File: config.mk
export PLATFORM = sky130hd
export DESIGN_NAME = cnn_score_reducer
export DESIGN_NICKNAME = d
export VERILOG_FILES = /design/src/rtl/cnn_pkg.sv /design/src/rtl/score_accumulator.sv /design/src/rtl/cnn_score_reducer.sv
export SDC_FILE = /design/constraint.sdc
export NUM_CORES = 1
export LEC_CHECK = 0
export BUFFER_PORTS_ARGS = -buffer_cell sky130_fd_sc_hd__buf_2
export CAP_MARGIN = 20
export CORE_MARGIN = 8
export CORE_UTILIZATION = 50
export CTS_CLUSTER_SIZE = 12
export DETAILED_ROUTE_END_ITERATION = 10
export MAX_ROUTING_LAYER = met4
export PLACE_DENSITY = 0.68
export SLEW_MARGIN = 20
export SYNTH_ARGS = -nofsm -noshare
export SYNTH_HDL_FRONTEND = slang
export SYNTH_SLANG_ARGS = --single-unit
File: constraint.sdc
create_clock -name clk -period 6.61 [get_ports clk]
set_input_delay 0.661 -clock clk [delete_from_list [all_inputs] [get_ports clk]]
set_output_delay 0.661 -clock clk [all_outputs]
set_load 0.05 [all_outputs]
File: src/rtl/cnn_pkg.sv
`default_nettype none
// ============================================================================
// Module   : cnn_pkg
// Brief    : Shared constants and types for the cnn pixel pipeline and its
//            output-side consumers (score vector layout, reducer states).
// Revision : 1.0 - initial release
// ============================================================================
package cnn_pkg;

  // Class scores produced per output pixel and the width of each score
  localparam int CNN_CHANNELS_OUT = 5;
  localparam int CNN_SCORE_W      = 16;

  // One signed class score and the packed per-pixel score vector
  typedef logic signed [CNN_SCORE_W-1:0] score_t;
  typedef score_t [CNN_CHANNELS_OUT-1:0] score_vec_t;

  // Frame reducer phases: summing pixels, searching the winner, holding result
  typedef enum logic [1:0] {
    ACCUM  = 2'd0,
    ARGMAX = 2'd1,
    DONE   = 2'd2
  } state_t;

endpackage : cnn_pkg
`default_nettype wire

File: src/rtl/score_accumulator.sv
`default_nettype none
// ============================================================================
// Module   : score_accumulator
// Brief    : Single-channel signed running sum with add-enable and
//            synchronous clear. Clear has priority over add.
// Revision : 1.0 - initial release
// ============================================================================
module score_accumulator #(
  parameter int IN_W  = 16,
  parameter int ACC_W = 28
) (
  input  logic                    clk,
  input  logic                    rst_n,
  input  logic                    clr,
  input  logic                    add_en,
  input  logic signed [IN_W-1:0]  din,
  output logic signed [ACC_W-1:0] acc
);

  logic signed [ACC_W-1:0] r_acc;
  logic signed [ACC_W-1:0] w_din_ext;

  // Two's-complement sign extension of the incoming score
  assign w_din_ext = {{(ACC_W-IN_W){din[IN_W-1]}}, din};

  // Running sum: clear at end of argmax, otherwise add each accepted score
  always_ff @(posedge clk or negedge rst_n) begin
    if (!rst_n) begin
      r_acc <= '0;
    end else if (clr) begin
      r_acc <= '0;
    end else if (add_en) begin
      r_acc <= r_acc + w_din_ext;
    end
  end

  assign acc = r_acc;

endmodule : score_accumulator
`default_nettype wire

File: src/rtl/cnn_score_reducer.sv
`default_nettype none
// ============================================================================
// Module   : cnn_score_reducer
// Brief    : Sums per-class scores over an output frame, then runs a
//            sequential argmax and offers the winning class on a
//            valid/ready handshake. Pixels arriving while busy are dropped
//            and flagged on a sticky overrun bit.
// Revision : 1.0 - initial release
// ============================================================================
module cnn_score_reducer
  import cnn_pkg::*;
#(
  parameter int CHANNELS_OUT = CNN_CHANNELS_OUT,
  parameter int SCORE_W      = CNN_SCORE_W,
  parameter int OUT_PIXELS   = 2048,
  localparam int ACC_W       = SCORE_W + $clog2(OUT_PIXELS) + 1
) (
  input  logic                              clk,
  input  logic                              rst_n,
  input  logic                              clk_en,
  input  logic [SCORE_W*CHANNELS_OUT-1:0]   in_data,
  input  logic                              in_valid,
  output logic [$clog2(CHANNELS_OUT)-1:0]   class_id,
  output logic [ACC_W-1:0]                  class_score,
  output logic                              result_valid,
  input  logic                              result_ready,
  output logic                              overrun
);

  localparam int ID_W  = $clog2(CHANNELS_OUT);
  // The index walks one step past the last channel to publish the result
  localparam int IDX_W = $clog2(CHANNELS_OUT + 1);
  localparam int CNT_W = (OUT_PIXELS > 1) ? $clog2(OUT_PIXELS) : 1;

  state_t                   r_state;
  state_t                   w_state_next;
  logic [CNT_W-1:0]         r_pix_cnt;
  logic [IDX_W-1:0]         r_idx;
  logic [ID_W-1:0]          r_best_idx;
  logic signed [ACC_W-1:0]  r_best;
  logic [ID_W-1:0]          r_class_id;
  logic signed [ACC_W-1:0]  r_class_score;
  logic                     r_result_valid;
  logic                     r_overrun;

  logic signed [ACC_W-1:0]  w_acc [CHANNELS_OUT];
  logic signed [ACC_W-1:0]  w_cand;
  logic                     w_acc_add;
  logic                     w_acc_clr;
  logic                     w_pix_last;
  logic                     w_publish;
  logic                     w_take;

  // One accumulator per class, all fed from their slice of the score vector
  for (genvar c = 0; c < CHANNELS_OUT; c++) begin : g_acc
    score_accumulator #(
      .IN_W  (SCORE_W),
      .ACC_W (ACC_W)
    ) u_acc (
      .clk    (clk),
      .rst_n  (rst_n),
      .clr    (w_acc_clr),
      .add_en (w_acc_add),
      .din    (in_data[SCORE_W*c +: SCORE_W]),
      .acc    (w_acc[c])
    );
  end

  assign w_pix_last = (r_pix_cnt == CNT_W'(OUT_PIXELS - 1));
  assign w_publish  = (r_idx == IDX_W'(CHANNELS_OUT));

  // Select the accumulator under inspection; zero once past the last channel
  always_comb begin
    w_cand = '0;
    for (int c = 0; c < CHANNELS_OUT; c++) begin
      if (r_idx == IDX_W'(c)) begin
        w_cand = w_acc[c];
      end
    end
  end

  // First channel always seeds the search; later ones must be strictly larger
  assign w_take = (r_idx == '0) || (w_cand > r_best);

  // State register
  always_ff @(posedge clk or negedge rst_n) begin
    if (!rst_n) begin
      r_state <= ACCUM;
    end else if (clk_en) begin
      r_state <= w_state_next;
    end
  end

  // Next-state decode and accumulator controls
  always_comb begin
    w_state_next = r_state;
    w_acc_add    = 1'b0;
    w_acc_clr    = 1'b0;
    if (clk_en) begin
      case (r_state)
        ACCUM: begin
          if (in_valid) begin
            w_acc_add = 1'b1;
            if (w_pix_last) begin
              w_state_next = ARGMAX;
            end
          end
        end
        ARGMAX: begin
          if (w_publish) begin
            w_acc_clr    = 1'b1;
            w_state_next = DONE;
          end
        end
        DONE: begin
          if (result_ready) begin
            w_state_next = ACCUM;
          end
        end
        default: w_state_next = ACCUM;
      endcase
    end
  end

  // Pixel counting, argmax walk, result publication and overrun flag
  always_ff @(posedge clk or negedge rst_n) begin
    if (!rst_n) begin
      r_pix_cnt      <= '0;
      r_idx          <= '0;
      r_best_idx     <= '0;
      r_best         <= '0;
      r_class_id     <= '0;
      r_class_score  <= '0;
      r_result_valid <= 1'b0;
      r_overrun      <= 1'b0;
    end else if (clk_en) begin
      if (in_valid && (r_state != ACCUM)) begin
        r_overrun <= 1'b1;
      end
      case (r_state)
        ACCUM: begin
          if (in_valid) begin
            r_pix_cnt <= w_pix_last ? '0 : r_pix_cnt + 1'b1;
          end
        end
        ARGMAX: begin
          if (w_publish) begin
            r_class_id     <= r_best_idx;
            r_class_score  <= r_best;
            r_result_valid <= 1'b1;
            r_idx          <= '0;
          end else begin
            r_idx <= r_idx + 1'b1;
            if (w_take) begin
              r_best     <= w_cand;
              r_best_idx <= ID_W'(r_idx);
            end
          end
        end
        DONE: begin
          if (result_ready) begin
            r_result_valid <= 1'b0;
          end
        end
        default: ;
      endcase
    end
  end

  assign class_id     = r_class_id;
  assign class_score  = r_class_score;
  assign result_valid = r_result_valid;
  assign overrun      = r_overrun;

endmodule : cnn_score_reducer
`default_nettype wire

After elaboration in Yosys (flattened, before gate mapping)
Cells that the tools add are included.

word-level totals
  output and inout bits = 33
  flip-flop bits (word level) = 220
  bits of input ports = 85

operators by class
  bitwise operators = 1
  equality and inequality tests = 12
  $add $sub $neg = 7
  magnitude comparators = 1
  reductions and logical operators = 14
  muxes and demuxes = 31

operators by type and width
  operator               count
  $mux 28                15
  $add 28x16->28         5
  $gt 28x28->1           1
  $add 11x1->11 const B  1
  $eq 11x11->1 const B   1
  $mux 11                1
  $mux 1                 8
  $mux 2                 4
  $ne 2x2->1 const B     4
  $reduce_and 4->1       2
  $eq 3x2->1 const B     2
  $eq 3x3->1 const B     2
  $pmux 2 s3             1
  $reduce_and 3->1       2
  $reduce_bool 2->1      3
  $reduce_and 5->1       1
  $reduce_and 2->1       2
  $add 3x1->3 const B    1
  $eq 3x1->1 const B     1
  $logic_not 3->1        1
  $mux 3                 1
  $eq 2x1->1 const B     1
  $eq 2x2->1 const B     1
  $logic_not 2->1        1
  other kinds (4)        4

Logic depth before layout (Yosys ltp)
Gate-level depths: netlist of run 1.

  word-level depth = 9
  depth in mapped cells = 21

Hierarchy
From an unflattened synthesis of run 1, not the netlist that was laid out.

second synthesis, totals
  cell total of the unflattened synthesis = 1958
  area, all modules = 17795.8 um2

modules (own cells, without submodules)
  module                                  sequential area each (um2)  instances  area each (um2)  cells an instance
  score_accumulator (g_acc[2].u_acc ...)  700.7                       3          2538.7           281
  cnn_score_reducer                       2001.9                      1          4956.0           544
  score_accumulator (g_acc[1].u_acc)      700.7                       1          2628.8           298
  score_accumulator (g_acc[0].u_acc)      700.7                       1          2595.0           273

Least setup slack after synthesis of run 1
OpenSTA, ideal clock, no wires.

  path type = register -> register
  start = register r_idx[1]
  end = register r_best[10]
  setup slack = 1759 ps
  clock period less this slack = 4851 ps
  cell stages (with the launch flop) = 21
  buffers on the path = 5
  arrival = 4724 ps
  cell sequence = dfrtp_1 > clkbuf_1 > clkbuf_1 > and2_1 > ha_1 > clkbuf_1 > clkbuf_1 > a22oi_1 > o21ai_0 > ha_1 > a21o_1 > a21o_1 > a21oi_1 > or2_0 > a31oi_1 > a211oi_1 > mux2_2 > or2_1 > o21ai_4 > buf_2 > mux2_1

on the way
  longest elaborated chain between the ends = 9

RTL lines
  element                         line                      source
  from (decl)                     cnn_score_reducer.sv:38   logic [IDX_W-1:0] r_idx;
  from (signal assigned)          cnn_score_reducer.sv:153  r_idx <= r_idx + 1'b1;
  $logic_not 3->1                 cnn_score_reducer.sv:76   if (r_idx == IDX_W'(c)) begin
  $mux 28 (4 in a row)            cnn_score_reducer.sv:76
  $mux 28 (*)                     cnn_score_reducer.sv:76
  via w_cand[5]                   cnn_score_reducer.sv:47   logic signed [ACC_W-1:0] w_cand;
  $gt 28x28->1 (*)                cnn_score_reducer.sv:83   assign w_take = (r_idx == '0) || (w_cand > r_best);
  $logic_or 1x1->1 (*)            cnn_score_reducer.sv:83
  $reduce_and 4->1 (no line) (*)  --
  to (signal assigned)            cnn_score_reducer.sv:155  r_best <= w_cand;
  to (decl)                       cnn_score_reducer.sv:40   logic signed [ACC_W-1:0] r_best;

Mark *: on every way through the listed nets, which the timed path passes. The rest lies on a longest branch.
A chain may end at the register's enable or synchronous reset.

Final worst setup path of run 1
  start = register r_idx[0]
  end = register r_best[15]

Same word-level chain as after synthesis.

==> results.toml, run 1 <==
[cts]
htreeDepth = 1
clock_path_buffers = 3
cts_hold_buf = 0
cts_tree = "done"
cts.sinks = 220
cts_resized = 0
cts_root_buf = "clkbuf_16"
post_cts_buffers = 0
cts_buffers = 27
cts.reportedPaths.clkPinSlew_ns = 0.06
clk_latency_ns = 0.54

[placement]
io_buffer_count = 117
place_ws_ns = 1.42
dpl.hpwl_mm = 34.9
gp_congestion = 0.984
dp.cells = 2396

[global_route]
antenna_found_initial = 0
use_met3_pct = 3.82
grt_pass1_wl_mm = 74.4
grt_overflow = 0
grt_start_max_net_pins = 181
grt_util_met1_pct = 31.3
grt_util_all_layers_pct = 24.2
grt_busiest_layer = "met2"
grt_pass1_vias = 13944
grtUsageMet2_pct = 38.5

[timing]
hold_viol = 0
min_period_ns = 5.28
tightest_slew_ns = 0.955
fin_crit_sh_pct = 79.9
relSlewSlack_pct = 36.4
finalSetupViolations = 0
fin_setup_tns_ns = 0
layout_setup_ws_ns = 1.33
rsz0062_at_grt = "false"
whs_ns = 0.225
skew_ns = 0.00753
max_freq_ghz = 0.189
drv_slew = 0

[yosys]
ys_seq_elements = 220
synthesis.nets = 2155
synth_top_area_share_pct = 33.5
ys.flop_type = "dfrtp_1"
ys_async_sr_fraction_pct = 100
syn_inst = 1900
synth.distinct_cells = 75
seq_area_frac_synth_pct = 33.5
synth_area_mm2 = 0.0164
yosys.area.top_type = "dfrtp_1"
ys_warn_count = 0
avgSynthCellArea_um2 = 8.64
netlist_top_cells_area = "dfrtp_1 34%, ha_1 13%, o21ai_0 7.9%"
synth_edf_count = 0

[die]
die_w_um = 197
row_count = 66
start_util_pct = 50.6
boundaryPins = 118
core_area_mm2 = 0.0325
die_area_mm2 = 0.0389
die_y_um = 197

[pwr]
power.leakage_nw = 8.69
ir_worst_vdd_mv = 0.233
p_per_area_mw_per_mm2 = 445

[critical_path]
rr_endpoint = "r_best[15]"
crit_path_max_incr_delay_ns = 0.97
crit_path_max_fanout = 36
crit_type = "register to register"
crit_top_cell = "o21ai_0"
r2r_setup_slack_ns = 1.33
crit_path_end_kind = "register"
slowest_stage = "dfrtp_1"
cp.required_ns = 7.02
r2r_cells = 18
cp-start-kind = "register"
r2r-start = "r_idx[0]"
worstPathCellList = "inv_1, nor2_2, buf_4, nand2_1, o21ai_0, a22oi_1, o21ai_0, ha_1, a21o_1, a21o_1, a21oi_1, o21ai_0, a211oi_1, mux2_2, or2_1, o21ai_4, buf_4, mux2_1"
arrival_ns = 5.69

[finish]
final_common_cell = "o21ai_0"
multiInputGateArea_mm2 = 0.0104
antenna_cells = 0
syn2layout_area_growth_pct = 12.6
seq_area_mm2 = 0.00551
nFillCells = 2982
finalNetCount = 2238
layout_common_cells = "259 x o21ai_0, 240 x nand2_1, 220 x dfrtp_1, 165 x ha_1, 121 x a21oi_1"
fin_cells = 2444
drive_above_1_share_pct = 10.2

[routing]
vias = 14520
ant_nets = 0
vias_per_cell = 5.94
drt_first_iter_violations = 1219
first_pass_iters = 5
drc_errors = 0
routed_wl_mm = 46.8
wl_per_cell_um = 19.1

[run_status]
status = "complete, no violations"

[min_path]
hold_class = "input pin to async pin"

[job]
maxCapViolCount = 0
[cell type report]
class,count,area share (%)
Clock buffer,34,4.12
Clock inverter,14,1.62
Tap cell,442,2.99
Timing Repair Buffer,132,3.90
Inverter,60,1.22
Multi-Input combinational cell,1542,56.4
Sequential cell,220,29.8
[stage by stage]
step	utilization (%)	power [mW]	instance area, µm²
after floorplan	-	5.37	16400
after global placement	53.7	6.31	17400
after detailed placement	53.7	6.41	17400
after CTS	57.0	8.22	18500
after global routing	57.0	8.88	18500
final	57.0	8.24	18500
[layer usage]
metal,vias to the layer above,share of wire (%)
met3,80,6.3
met2,401,46
li1,7131,-
met4,0,3.7
met1,6908,44
met5,-,0
[cell usage after synthesis, drive strengths merged, types with 7 or more instances]
master	n
xor2	56
dfrtp	220
o21bai	17
a21o	88
inv	60
nor3	24
a22oi	29
a32o	7
and3	13
o211ai	8
xnor2	54
mux2	31
o21a	21
a211oi	22
nand3	64
o21ai	282
nor2	79
o31ai	9
a211o	7
mux2i	33
nand2b	16
ha	165
or3	9
clkbuf	72
nor2b	16
a21oi	121
nand2	240
nand4	20
a31oi	18
[registers in the layout, indices dropped and copies added (netlist names), 2 cells and up]
| register | count |
|---|---|
| r_state | 2 |
| r_idx | 3 |
| class_score | 28 |
| g_acc.u_acc.acc | 140 |
| class_id | 3 |
| r_pix_cnt | 11 |
| r_best | 28 |
| r_best_idx | 3 |
[cell families (layout without fill, tap and decap cells)]
family	count (synthesis)	after routing	share of synthesized area, %
mux	64	64	4.14
flops	220	220	33.5
compound gates	679	679	25.6
xor+xnor	110	110	5.87
simple gates	519	519	14.5
buf+inv	138	240	3.19
fa+ha+maj	170	170	13.2
[critical path: cells and delay by family (launching register included)]
kind / cells / cell delay [ns]
multiplexers: 2 / 0.79
flip-flops: 1 / 0.97
AND/OR/NAND/NOR: 3 / 0.65
AO/OA/AOI/OAI: 9 / 1.48
adder cells (fa/ha/maj): 1 / 0.29
buffers and inverters: 3 / 0.96
[how the worst max path moves through the flow]
stage | startpoint | endpoint | depth (start not counted)
3_3_place_gp | r_idx[0] | r_best[17] | 18
6_report | r_idx[0] | r_best[15] | 18
2_1_floorplan | r_idx[1] | r_best[10] | 20
3_5_place_dp | r_idx[0] | r_best[15] | 18
4_1_cts | r_idx[0] | r_best[15] | 18
5_1_grt | r_idx[0] | r_best[27] | 18
[where the power goes]
group / internal [mW] / total, mW / switching, mW
Sequential: 1.77 / 2.29 / 0.522
Combinational: 1.87 / 4.18 / 2.32
Clock: 1.16 / 1.76 / 0.605
Power figures use the tool's default switching activity.
==> run 2, diff against run 1 <==
Settings changed: PLACE_DENSITY 0.68 to 0.71.
Clock period 6.61 ns to 4.2 ns, I/O delays scaled along.
==> run 2 against run 1 <==
  * The flow now finishes with violations (hold timing, setup timing)
  * Setup slack got worse by 1.4 ns
  * Sequential power increased by 62%
  * Critical path type unchanged
  * Largest power group unchanged
  * Via count increased by 4.6%
==> results.toml, run 2 (synthesis results as in run 1) <==
[critical_path]
arrival_ns = 4.66
r2r_setup_slack_ns = -0.06
r2r_cells = 19
crit_path_max_fanout = 7
crit_type = "register to register"
crit_path_end_kind = "register"
cp-start-kind = "register"
r2r-start = "r_idx[1]"
cp.required_ns = 4.60
rr_endpoint = "r_best[8]"

[timing]
whs_ns = -0.0530
hold_viol = 12
layout_setup_ws_ns = -0.0612
drv_slew = 0
tightest_slew_ns = 0.922
finalSetupViolations = 17
fin_setup_tns_ns = -0.629
max_freq_ghz = 0.235
rsz0062_at_grt = "true"
skew_ns = 0.0193
fin_crit_sh_pct = 101
min_period_ns = 4.26
relSlewSlack_pct = 38.5

[die]
die_w_um = 197
core_area_mm2 = 0.0325
boundaryPins = 118
start_util_pct = 50.6
row_count = 66
die_area_mm2 = 0.0389
die_y_um = 197

[min_path]
hold_class = "input pin to async pin"

[cts]
cts_buffers = 25
clk_latency_ns = 0.53
cts_tree = "done"
cts.sinks = 220
clock_path_buffers = 3
cts.reportedPaths.clkPinSlew_ns = 0.06
htreeDepth = 1
cts_root_buf = "clkbuf_16"

[global_route]
antenna_found_initial = 0
grt_pass1_wl_mm = 76.8
grt_overflow = 0
grt_util_all_layers_pct = 24.9
grt_start_max_net_pins = 111
grt_pass1_vias = 14355

[job]
maxCapViolCount = 0

[finish]
finalInstanceArea_mm2 = 0.0192
nFillCells = 2845
antenna_cells = 0
largest_reg_flops = 140
fin_util_pct = 59.1
finalNetCount = 2285
syn2layout_area_growth_pct = 16.9
drive_above_1_share_pct = 14.7
layout_common_cells = "238 x nand2_1, 220 x o21ai_0, 219 x dfrtp_1, 163 x ha_1"
final_common_cell = "nand2_1"

[routing]
vias_per_cell = 6.10
drt_first_iter_violations = 1143
ant_nets = 0
vias = 15181
wl_per_cell_um = 19.9
routed_wl_mm = 49.4
first_pass_iters = 5
drc_errors = 0

[placement]
dpl.hpwl_mm = 36.1
gp_congestion = 0.964
place_ws_ns = 0.0193
dpl_cell_area_mm2 = 0.0177
io_buffer_count = 117

[pwr]
power.leakage_nw = 8.99
ir_worst_vdd_mv = 0.357
p_per_area_mw_per_mm2 = 675

[run_status]
failed_checks = "hold timing, setup timing"
status = "finished, violations left"
[run 2: repair_timing]
action / CTS / global route
gates cloned: 0 / 9
endpoints found under the hold margin: 0 / 0
setup buffers: 0 / 19
pin swaps: 1 / 10
hold buffers: 0 / 0
endpoints found under the setup margin: 4 / 28
resized for setup: 0 / 86
[run 2: worst max path at each step]
stage	startpoint	to	slack (ns)	cells after the start
after global placement	r_idx[1]	r_best[15]	0.07	18
after CTS	r_idx[1]	r_best[27]	0.01	16
after detailed placement	r_idx[1]	r_best[27]	0.02	16
after global routing	r_idx[1]	r_best[12]	-0.10	19
after floorplan	r_idx[1]	r_best[18]	-0.03	20
final	r_idx[1]	r_best[8]	-0.06	19
[run 2: power by group]
group / internal, mW / switching [mW] / total, mW
registers: 2.78 / 0.945 / 3.72
logic: 3.08 / 3.75 / 6.83
clock network: 1.49 / 0.901 / 2.39
total: 7.35 / 5.60 / 12.9
[run 2: final cells by class]
class	count	area (µm²)	area share, %
Multi-Input combinational cell	1542	10700	55.5
Timing Repair Buffer	181	1360	7.08
Sequential cell	220	5510	28.7
Tap cell	442	553	2.88
Clock inverter	8	165	0.861
Clock buffer	34	719	3.75
Inverter	60	225	1.17
[run 2: per-stage QoR]
| step | cells | total power [mW] |
|---|---|---|
| after floorplan | 1900 | 8.46 |
| after global routing | 2487 | 13.9 |
| after detailed placement | 2417 | 10.2 |
| after CTS | 2459 | 12.7 |
| final | 2487 | 12.9 |
| after global placement | 2417 | 10.1 |
[run 2: worst max-delay path: stages, from the launching register on]
cell       delay [ns]
dfrtp_2          0.49
buf_12           0.17
nor2_4           0.19
buf_12           0.15
nand2_1          0.05
o21ai_1          0.16
a22oi_1          0.13
o21ai_1          0.27
ha_1             0.31
a21o_1           0.19
a21oi_2          0.11
or2_1            0.12
a31oi_2          0.10
a211oi_2         0.25
mux2_4           0.34
or2_4            0.27
o21ai_4          0.20
buf_12           0.15
clkbuf_16        0.14
mux2_1           0.31
[run 2: per-layer routing]
| layer | up-vias | global-route usage, % | share of wire, % |
|---|---|---|---|
| met5 | - | - | 0 |
| met4 | 0 | 6.99 | 3.1 |
| met3 | 91 | 2.76 | 6.3 |
| met2 | 506 | 40.3 | 46 |
| met1 | 7351 | 32.9 | 44 |
| li1 | 7233 | - | - |
==> run 3, diff against run 2 <==
Settings changed: CORE_UTILIZATION 50 to 39, PLACE_DENSITY 0.71 to default.
==> run 3 against run 2 <==
  * Sequential share of layout area down 0.36 points
  * Total power up 2.0%
  * Global-route usage down 4.3 points
  * Wire length up 3.6%
  * Register-to-register slack better by 0.11 ns
  * Setup slack better by 0.11 ns
  * Cell area up 1.3%
  * Die area up 26%
  * Clock power up 8%
  * Core utilization down 13 points
  * Critical path depth down 2
  * The run now ends clean
==> results.toml, run 3 (synthesis results as in run 1) <==
[pwr]
power.leakage_nw = 9.08
power_mw = 13.2
ir_worst_vdd_mv = 0.352
p_per_area_mw_per_mm2 = 679

[finish]
seq_area_mm2 = 0.00551
drive_above_1_share_pct = 15.4
largest_reg_flops = 140
nFillCells = 3975
final_common_cell = "nand2_1"
layout_common_cells = "240 x nand2_1, 220 x o21ai_0, 219 x dfrtp_1, 164 x ha_1, 117 x a21oi_1"
syn2layout_area_growth_pct = 18.3
finalNetCount = 2301
multiInputGateArea_mm2 = 0.0107

[timing]
hold_viol = 0
min_period_ns = 4.15
finalSetupViolations = 0
max_freq_ghz = 0.241
tightest_slew_ns = 0.973
fin_crit_sh_pct = 98.8
whs_ns = 0.134
rsz0062_at_grt = "true"
relSlewSlack_pct = 35.1
skew_ns = 0.0217
drv_slew = 0

[die]
row_count = 75
die_area_mm2 = 0.0489
core_area_mm2 = 0.0418
die_w_um = 221
start_util_pct = 39.3
boundaryPins = 118
die_y_um = 221

[routing]
met1Wirelength_mm = 23.8
first_pass_iters = 5
drt_first_iter_violations = 1079
wl_met3_mm = 2.29
top_layer = "met4"
wl_per_cell_um = 19.6
vias_per_cell = 5.70
routed_wl_mm = 51.2
drc_errors = 0
met2WireLength_mm = 23.5
vias = 14856
ant_nets = 0

[critical_path]
crit_type = "register to register"
crit_top_cell = "a21o_1"
arrival_ns = 4.61
crit_path_end_kind = "register"
r2r_cells = 17
slowest_stage = "dfrtp_2"
r2r-start = "r_idx[1]"
cp-start-kind = "register"
r2r_setup_slack_ns = 0.05
crit_path_max_incr_delay_ns = 0.46
cp.required_ns = 4.66
crit_path_max_fanout = 8
cp-startpoint = "r_idx[1]"
worstPathCellList = "and2_4, ha_4, nor2_4, buf_6, a22oi_1, o21ai_1, ha_1, a21o_1, a21o_1, a21oi_2, a31oi_2, a211oi_2, mux2_4, or2_4, o21ai_4, bufbuf_16, mux2_1"
rr_endpoint = "r_best[9]"

[global_route]
grt_start_max_net_pins = 109
grt_overflow = 0
grt_util_all_layers_pct = 20.6
antenna_found_initial = 1
grt_pass1_wl_mm = 80.0
grt_pass1_vias = 14243

[placement]
dpl.hpwl_mm = 38.0
gp_congestion = 0.912
io_buffer_count = 117

[cts]
cts.reportedPaths.clkPinSlew_ns = 0.06
clock_path_buffers = 3
htreeDepth = 1
cts_root_buf = "clkbuf_16"
cts_buffers = 29
cts.sinks = 220
clk_latency_ns = 0.58
cts_tree = "done"

[min_path]
hold_depth = 3
holdPathEnd = "overrun"
hold_class = "input pin to register"
hold_start = "clk_en"

[run_status]
status = "complete, no violations"

[job]
maxCapViolCount = 0
-- run 3: repair_timing --
action / 4_1_cts / 5_1_grt
pin swaps: 4 / 22
setup buffers: 2 / 11
hold buffers: 1 / 0
endpoints found under the setup margin: 27 / 28
cloned: 2 / 3
endpoints found under the hold margin: 64 / 0
resized for setup: 10 / 70
-- run 3: metrics by stage --
| step | instance area [µm²] | TNS (ns) | utilization, % | std cells | setup slack [ns] |
|---|---|---|---|---|---|
| 2_1_floorplan | 16600 | -0.473 | - | 1900 | -0.0291 |
| 3_3_place_gp | 18000 | 0 | 43.2 | 2535 | 0.0399 |
| 3_5_place_dp | 18000 | -0.945 | 43.2 | 2535 | -0.0707 |
| 4_1_cts | 19100 | 0 | 45.8 | 2592 | 0.00571 |
| 5_1_grt | 19400 | -0.736 | 46.5 | 2607 | -0.0486 |
| 6_report | 19400 | 0 | 46.5 | 2607 | 0.0517 |
-- run 3: how the worst max path moves through the flow --
stage / end / slack [ns] / cells past startpoint
after floorplan: r_best[18] / -0.03 / 20
after global placement: r_best[5] / 0.04 / 18
after detailed placement: r_best[14] / -0.07 / 18
after global routing: r_best[1] / -0.05 / 18
after CTS: r_best[9] / 0.006 / 17
final: r_best[9] / 0.05 / 17
-- run 3: cell type report --
| cell class | count | area share [%] |
|---|---|---|
| clock inverters | 17 | 1.06 |
| flip-flops and latches | 220 | 28.3 |
| well taps | 539 | 3.47 |
| inverters | 60 | 1.16 |
| clock buffers | 35 | 4.01 |
| multi-input cells | 1543 | 55.0 |
| diodes | 1 | 0.0129 |
| repair buffers | 192 | 6.97 |
-- run 3: critical path: cells and delay by family, from the launching register on --
family / cells / cell delay [ns]
AOI/OAI and AO/OA: 8 / 1.36
adders and majority gates: 2 / 0.46
buffers and inverters: 2 / 0.44
DFF: 1 / 0.46
muxes: 2 / 0.65
and+or+nand+nor: 3 / 0.63
-- run 3: per-layer routing --
| metal | GRT usage [%] | vias up |
|---|---|---|
| met2 | 32.6 | 353 |
| met5 | - | - |
| met3 | 3.15 | 81 |
| li1 | - | 7265 |
| met4 | 5.75 | 0 |
| met1 | 27.2 | 7157 |
-- run 3: report_power, final --
group	total (mW)	internal (mW)	switching (mW)
Combinational	6.91	3.14	3.77
Sequential	3.72	2.78	0.940
Clock	2.57	1.56	1.00
Total	13.2	7.49	5.71
